==> config.mk <==
export PLATFORM = sky130hd
export DESIGN_NAME = rc4_key_crack_core
export DESIGN_NICKNAME = d
export VERILOG_FILES = /design/src/rtl/rc4_key_crack_core.sv
export SDC_FILE = /design/constraint.sdc
export NUM_CORES = 1
export LEC_CHECK = 0
export BUFFER_PORTS_ARGS = -buffer_cell sky130_fd_sc_hd__buf_2
export CORE_MARGIN = 8
export CORE_UTILIZATION = 45
export DETAILED_ROUTE_END_ITERATION = 8
export PLACE_DENSITY = 0.81
export SLEW_MARGIN = 25
export SYNTH_ARGS = -nofsm -noshare
export SYNTH_HDL_FRONTEND = slang
export SYNTH_SLANG_ARGS = --single-unit
==> constraint.sdc <==
create_clock -name clk -period 2.2 [get_ports clk]
set_input_delay 0.33 -clock clk [delete_from_list [all_inputs] [get_ports clk]]
set_output_delay 0.33 -clock clk [all_outputs]
set_load 0.01 [all_outputs]
==> src/rtl/rc4_key_crack_core.sv <==
// RC4 key-search worker: runs KSA + PRGA for one 24-bit key over a 32-byte
// ciphertext and reports whether the plaintext is lowercase letters/spaces only.
module rc4_key_crack_core #(
  parameter ROM_FILE  = "message.mif",
  parameter int MSG_LEN   = 32,
  parameter int KEY_BYTES = 3
) (
  input  logic        clk,
  input  logic        reset,
  input  logic [23:0] secret_key_raw,
  output logic        finish,
  output logic        valid
);

  localparam int KW = $clog2(MSG_LEN);
  localparam logic [KW-1:0] K_LAST   = KW'(MSG_LEN - 1);
  localparam logic [1:0]    KEY_LAST = 2'(KEY_BYTES - 1);

  typedef enum logic [3:0] {
    INIT, KSA_RD_I, KSA_RD_J, KSA_WR_I, KSA_WR_J,
    PRGA_INC, PRGA_RD_I, PRGA_RD_J, PRGA_WR_I, PRGA_WR_J, PRGA_RD_F,
    CHECK, DONE
  } state_t;

  state_t state, state_d;
  logic [7:0]    i, i_d, j, j_d, si, si_d, sj, sj_d;
  logic [KW-1:0] k, k_d;
  logic [1:0]    key_idx, key_idx_d;
  logic [23:0]   key_reg, key_d;
  logic          valid_q, valid_d;

  logic [7:0] s_mem [256];
  logic [7:0] s_addr, s_wdata, s_rdata;
  logic       s_we;

  (* ram_init_file = ROM_FILE *) logic [7:0] rom [MSG_LEN];
  logic [7:0] rom_q;

  logic [7:0] key_byte, ksa_j, prga_j, plain;
  logic       plain_ok;

  // Key byte for the current KSA step; key[0] is the most significant byte.
  always_comb begin
    case (key_idx)
      2'd0:    key_byte = key_reg[23:16];
      2'd1:    key_byte = key_reg[15:8];
      default: key_byte = key_reg[7:0];
    endcase
  end

  assign ksa_j    = j + s_rdata + key_byte;
  assign prga_j   = j + s_rdata;
  assign plain    = s_rdata ^ rom_q;
  assign plain_ok = ((plain >= 8'h61) && (plain <= 8'h7A)) || (plain == 8'h20);

  // S-box RAM: single port, read-before-write, one cycle read latency.
  always_ff @(posedge clk) begin
    if (s_we) s_mem[s_addr] <= s_wdata;
    s_rdata <= s_mem[s_addr];
  end

  // Ciphertext ROM read, addressed by the current byte index.
  always_ff @(posedge clk) begin
    rom_q <= rom[k];
  end

  // State and datapath registers, cleared asynchronously while reset is low.
  always_ff @(posedge clk or negedge reset) begin
    if (!reset) begin
      state   <= INIT;
      i       <= '0;
      j       <= '0;
      k       <= '0;
      si      <= '0;
      sj      <= '0;
      key_idx <= '0;
      key_reg <= '0;
      valid_q <= 1'b0;
    end else begin
      state   <= state_d;
      i       <= i_d;
      j       <= j_d;
      k       <= k_d;
      si      <= si_d;
      sj      <= sj_d;
      key_idx <= key_idx_d;
      key_reg <= key_d;
      valid_q <= valid_d;
    end
  end

  // Next-state, RAM control and index arithmetic for the KSA/PRGA sequence.
  always_comb begin
    state_d   = state;
    i_d       = i;
    j_d       = j;
    k_d       = k;
    si_d      = si;
    sj_d      = sj;
    key_idx_d = key_idx;
    key_d     = key_reg;
    valid_d   = valid_q;
    s_addr    = i;
    s_wdata   = i;
    s_we      = 1'b0;
    case (state)
      INIT: begin
        if (i == 8'd0) key_d = secret_key_raw;
        s_we = 1'b1;
        i_d  = i + 8'd1;
        if (i == 8'd255) begin
          j_d       = '0;
          key_idx_d = '0;
          state_d   = KSA_RD_I;
        end
      end
      KSA_RD_I: state_d = KSA_RD_J;
      KSA_RD_J: begin
        si_d    = s_rdata;
        j_d     = ksa_j;
        s_addr  = ksa_j;
        state_d = KSA_WR_I;
      end
      KSA_WR_I: begin
        s_we    = 1'b1;
        s_wdata = s_rdata;
        state_d = KSA_WR_J;
      end
      KSA_WR_J: begin
        s_we      = 1'b1;
        s_addr    = j;
        s_wdata   = si;
        i_d       = i + 8'd1;
        key_idx_d = (key_idx == KEY_LAST) ? 2'd0 : key_idx + 2'd1;
        if (i == 8'd255) begin
          j_d     = '0;
          k_d     = '0;
          state_d = PRGA_INC;
        end else begin
          state_d = KSA_RD_I;
        end
      end
      PRGA_INC: begin
        i_d     = i + 8'd1;
        state_d = PRGA_RD_I;
      end
      PRGA_RD_I: state_d = PRGA_RD_J;
      PRGA_RD_J: begin
        si_d    = s_rdata;
        j_d     = prga_j;
        s_addr  = prga_j;
        state_d = PRGA_WR_I;
      end
      PRGA_WR_I: begin
        sj_d    = s_rdata;
        s_we    = 1'b1;
        s_wdata = s_rdata;
        state_d = PRGA_WR_J;
      end
      PRGA_WR_J: begin
        s_we    = 1'b1;
        s_addr  = j;
        s_wdata = si;
        state_d = PRGA_RD_F;
      end
      PRGA_RD_F: begin
        s_addr  = si + sj;
        state_d = CHECK;
      end
      CHECK: begin
        if (!plain_ok) begin
          valid_d = 1'b0;
          state_d = DONE;
        end else if (k == K_LAST) begin
          valid_d = 1'b1;
          state_d = DONE;
        end else begin
          k_d     = k + 1'b1;
          state_d = PRGA_INC;
        end
      end
      default: state_d = DONE;
    endcase
  end

  assign finish = (state == DONE);
  assign valid  = valid_q;

endmodule

=== Yosys cells after proc, flatten, opt, wreduce, memory -nomap -nowiden ===
Memory sizes are Yosys's and may differ from the RTL's. A register that Yosys moved wholly into a read port is not among the register bits.
Index checks and enable logic that the tools add are counted.

* Register bits: 76
* Memory bits (writable): 2,048
* Input port bits: 26
* Output and inout bits: 2
* Word-level logic and storage cells: 84
* Memories kept: 1

* $add $sub $neg: 6
* Magnitude comparators: 2
* Equality and inequality tests: 23
* Muxes and demuxes: 22
* Bitwise logic cells: 1
* Reduce and logical (&&, ||, !) cells: 19

{| class="wikitable"
|+ Memories
! name !! words !! bits a word !! read ports !! clocked after memory_dff !! write ports !! line !! text
|-
| s_mem || 256 || 8 || 1 || 1 || 1 || 32 || <nowiki>logic [7:0] s_mem [256];</nowiki>
|}

{| class="wikitable"
|+ Operators with widths
! cell !! number
|-
| case mux 4 bit (12 select lines) || 1
|-
| case mux 8 bit (2 select lines) || 2
|-
| case mux 8 bit (4 select lines) || 1
|-
| adder 8 bit || 3
|-
| case mux 8 bit (3 select lines) || 1
|-
| == test 4 bit (second input constant) || 5
|-
| == test 4 x 3 -> 1 bit (second input constant) || 4
|-
| two-way mux 5 bit || 3
|-
| two-way mux 4 bit || 3
|-
| case mux 5 bit (2 select lines) || 1
|-
| adder 8 x 1 -> 8 bit (second input constant) || 1
|-
| == test 4 x 2 -> 1 bit (second input constant) || 2
|-
| == test 8 x 6 -> 1 bit (second input constant) || 1
|-
| == test 8 bit (second input constant) || 1
|-
| >= comparator 8 x 7 -> 1 bit (second input constant) || 1
|-
| less-or-equal comparator 8 x 7 -> 1 bit (second input constant) || 1
|-
| logical NOT 8 bit || 1
|-
| two-way mux 8 bit || 1
|-
| != test 2 bit (second input constant) || 4
|-
| AND reduction 2 bit || 4
|-
| OR reduction 2 bit || 4
|-
| XOR 8 bit || 1
|-
| adder 5 x 1 -> 5 bit (second input constant) || 1
|-
| == test 5 bit (second input constant) || 1
|-
| other kinds (18) || 25
|}

=== Depth between registers and ports, before layout ===
* Depth after elaboration: 6
* Depth in mapped cells: 6
* Depth with buffers taken out: 6

=== Worst setup path before layout ===
Ideal clock, no wire load.

* Path type: reg2reg
* Start: reg k[0]
* End: reg k[0]
* Library setup time: 0.125 ns
* Arrival: 1.483 ns
* Data required time: 2.075 ns
* Setup slack: 0.592 ns
* Cell stages (with the launch flop): 7
* Path buffers: 0
* Clock period less this slack: 1.608 ns
* Cell sequence: dfrtp_1 > ha_1 > and3_1 > ha_1 > nor2_4 > nor2_2 > mux2_4

* Cells in the longest elaborated chain, start to end: 4
* Elaborated cells on any way between the ends: 7
* Those cells by class: 1 x add/sub; 2 x eq/ne; 3 x mux; 1 x reduce/logical

{| class="wikitable"
|+ Ends and longest elaborated chain
! item !! line !! text
|-
| start: declaration || 27 || <nowiki>logic [KW-1:0] k, k_d;</nowiki>
|-
| start signal: assignment || 83 || <nowiki>k <= k_d;</nowiki>
|-
| adder 5 x 1 -> 5 bit || 178 || <nowiki>k_d = k + 1'b1;</nowiki>
|-
| two-way mux 5 bit || 174 || <nowiki>end else if (k == K_LAST) begin</nowiki>
|-
| two-way mux 5 bit || 171 || <nowiki>if (!plain_ok) begin</nowiki>
|-
| case mux 5 bit (2 select lines) || 106 || <nowiki>case (state)</nowiki>
|}

Several ways; a longest one is shown, not always the timed one. The select of a mux whose other input is x is not followed.
A chain may end at the register's enable or synchronous reset.

=== Worst setup path after layout ===
Same ends and word-level chain as after synthesis.

==> qor.yml <==
design_area_um2: 971
worstPathRequired_ns: 2.38
period_minus_slack_ns: 1.71
cts_root_buf: "clkbuf_4"
setup_viol: 0
grt_max_degree: 19
post-route-period-util: 0.778
synth-seq-cells: 18
peakVddDrop_mv: 0.356
cts_tree: "done"
relSlewSlack: 0.722
nets: 114
core_um2: 1960
final-hold-violation-count: 0
area_delta_synth_final_pct: 4.44
dieWidth_um: 61.5
grt_overflow: 0
p_leak_nw: 0.422
cts.sinks: 18
htreeDepth: 1
netlist_instances: 79
cts_hold_buf: 1
hold_path_class: "reg -> reg"
drt_iter0_markers: 18
fillCellCount: 203
avgSynthCellArea_um2: 11.8
ctsResizeCount: 0
start_kind: "flip-flop"
drc_errors: 0
post_drt_wl_per_cell_um: 12.3
dp_hpwl_um: 975
clk_pin_slew_ns: 0.09
end_kind: "flip-flop"
die_h_um: 61.5
rsz0062_at_grt: "no"
run_status: "finished clean"
dpl_cell_area_um2: 938
grt_pass1_vias: 562
routed_wl_um: 1360
synthDistinctLibCells: 34
layout-drive-gt1-share: 0.193
post-place-ws_ns: 0.502
crit_arrival_ns: 1.89
synth_warnings: 0
start_util: 0.474
clock_skew_ns: 0.00326
async_reset_ff_frac: 1.00
io_pins: 28
maxCapViolations: 0
grt_use_total: 0.0886
io_buffers: 3
synth_edf_count: 0
ys_seq_area_frac: 0.485
worstPathMaxFanout: 6
fmax_mhz: 584
antenna_found_initial: 0
gp_congestion: 0.805
setup_slack_ns: 0.488
powerDensity_nw_per_um2: 512
cts_setup_buffers: 0
firstDrtPassIters: 4
insertedDiodeCount: 0
tns_ns: 0
via_count: 579
die-area_um2: 3780
synthFlopType: "dfrtp_1"
cts_made_buffers: 3
grt_pass1_wl_um: 2400
clk_latency_ns: 0.29
syn_area_um2: 930
worstMarginPinSlew_ns: 0.417
synthesis.nets: 108
critical_path_class: "reg -> reg"
viasPerCell: 5.26
num_rows: 16
ant_nets: 0
clk_path_buf_depth: 2
maxSlewViolCount: 0
==> synth_stat cells (2+ instances only) <==
| master | number | area (µm²) |
|---|---|---|
| nor3_1 | 3 | 15.0 |
| dfrtp_1 | 18 | 450 |
| and3_1 | 3 | 18.8 |
| nor2_1 | 3 | 11.3 |
| o21ai_0 | 3 | 15.0 |
| nand3_1 | 4 | 20.0 |
| inv_1 | 3 | 11.3 |
| nand4_1 | 2 | 12.5 |
| nand2_1 | 4 | 15.0 |
| a31oi_1 | 2 | 12.5 |
| a22o_2 | 2 | 20.0 |
| xnor2_1 | 8 | 70.1 |
| ha_1 | 3 | 37.5 |
==> state kept, by name, indices dropped and copies added (netlist names) <==
signal and count:
i 8, k 5, state 4, valid 1
==> layer usage <==
metal	share of wire	wire, µm	vias up	track usage
met1	0.48	656	277	0.107
met3	0.033	45	4	0.0188
met5	0	0	-	0
met4	0.034	46	0	0.0779
met2	0.45	609	7	0.130
li1	-	-	291	-
==> path summary, 6_finish.rpt <==
| kind | start | end | slack (ns) | cells after the start |
|---|---|---|---|---|
| max in group asynchronous | reset | k[1] | 1.43 | 2 |
| min | valid | valid | 0.47 | 1 |
| min in group asynchronous | reset | i[7] | 0.49 | 2 |
| max reg2reg | k[0] | k[0] | 0.49 | 6 |
| max | k[0] | k[0] | 0.49 | 6 |
| min reg2reg | valid | valid | 0.47 | 1 |
==> stage by stage <==
step | utilization | cells | hold slack (ns) | total power, mW
floorplan | - | 79 | 0.0344 | 0.337
global route | 0.495 | 110 | 0.502 | 0.521
detailed placement | 0.478 | 106 | 0.282 | 0.344
finish | 0.495 | 110 | 0.474 | 0.497
CTS | 0.495 | 110 | 0.485 | 0.507
global placement | 0.478 | 106 | 0.279 | 0.344
==> critical path, stage by stage (launching register included) <==
cell and delay (ns):
dfrtp_1 0.42, ha_1 0.23, and3_1 0.19, ha_1 0.25
nor2_4 0.20, nor2_2 0.07, mux2_4 0.25
==> layout by cell type (no fill, tap or decap), types with 2 or more instances in the layout <==
cell type,synthesis,routed
dfrtp_1,18,18
xnor2_1,8,8
nand2_1,4,4
nand3_1,4,4
and3_1,3,3
nor3_1,3,3
inv_1,3,3
o21ai_0,3,3
nor2_1,3,3
ha_1,3,3
clkbuf_4,0,3
buf_2,0,3
a31oi_1,2,2
nand4_1,2,2
a22o_2,2,2
==> area by class of cell <==
class	count	area, µm²	share of cell area
repair buffers	4	25.0	0.0258
flip-flops and latches	18	450	0.464
multi-input cells	54	424	0.437
clock buffers	3	22.5	0.0232
inverters	4	15.0	0.0155
well taps	27	33.8	0.0348
==> report_power, final <==
part	internal [mW]	leakage, nW	total [mW]	switching [mW]
logic	0.00180	0.171	0.00801	0.00622
clock network	0.0637	0.0138	0.158	0.0947
registers	0.331	0.237	0.331	0
==> kinds of logic after synthesis <==
| logic type | share of synthesized area |
|---|---|
| AND/OR/NAND/NOR | 0.188 |
| flip-flops | 0.485 |
| AO/OA/AOI/OAI | 0.114 |
| XOR/XNOR | 0.0848 |
| buffers and inverters | 0.0592 |
| adder cells (fa/ha/maj) | 0.0404 |
| multiplexers | 0.0283 |
No activity file was read; power rests on OpenSTA's default activity.
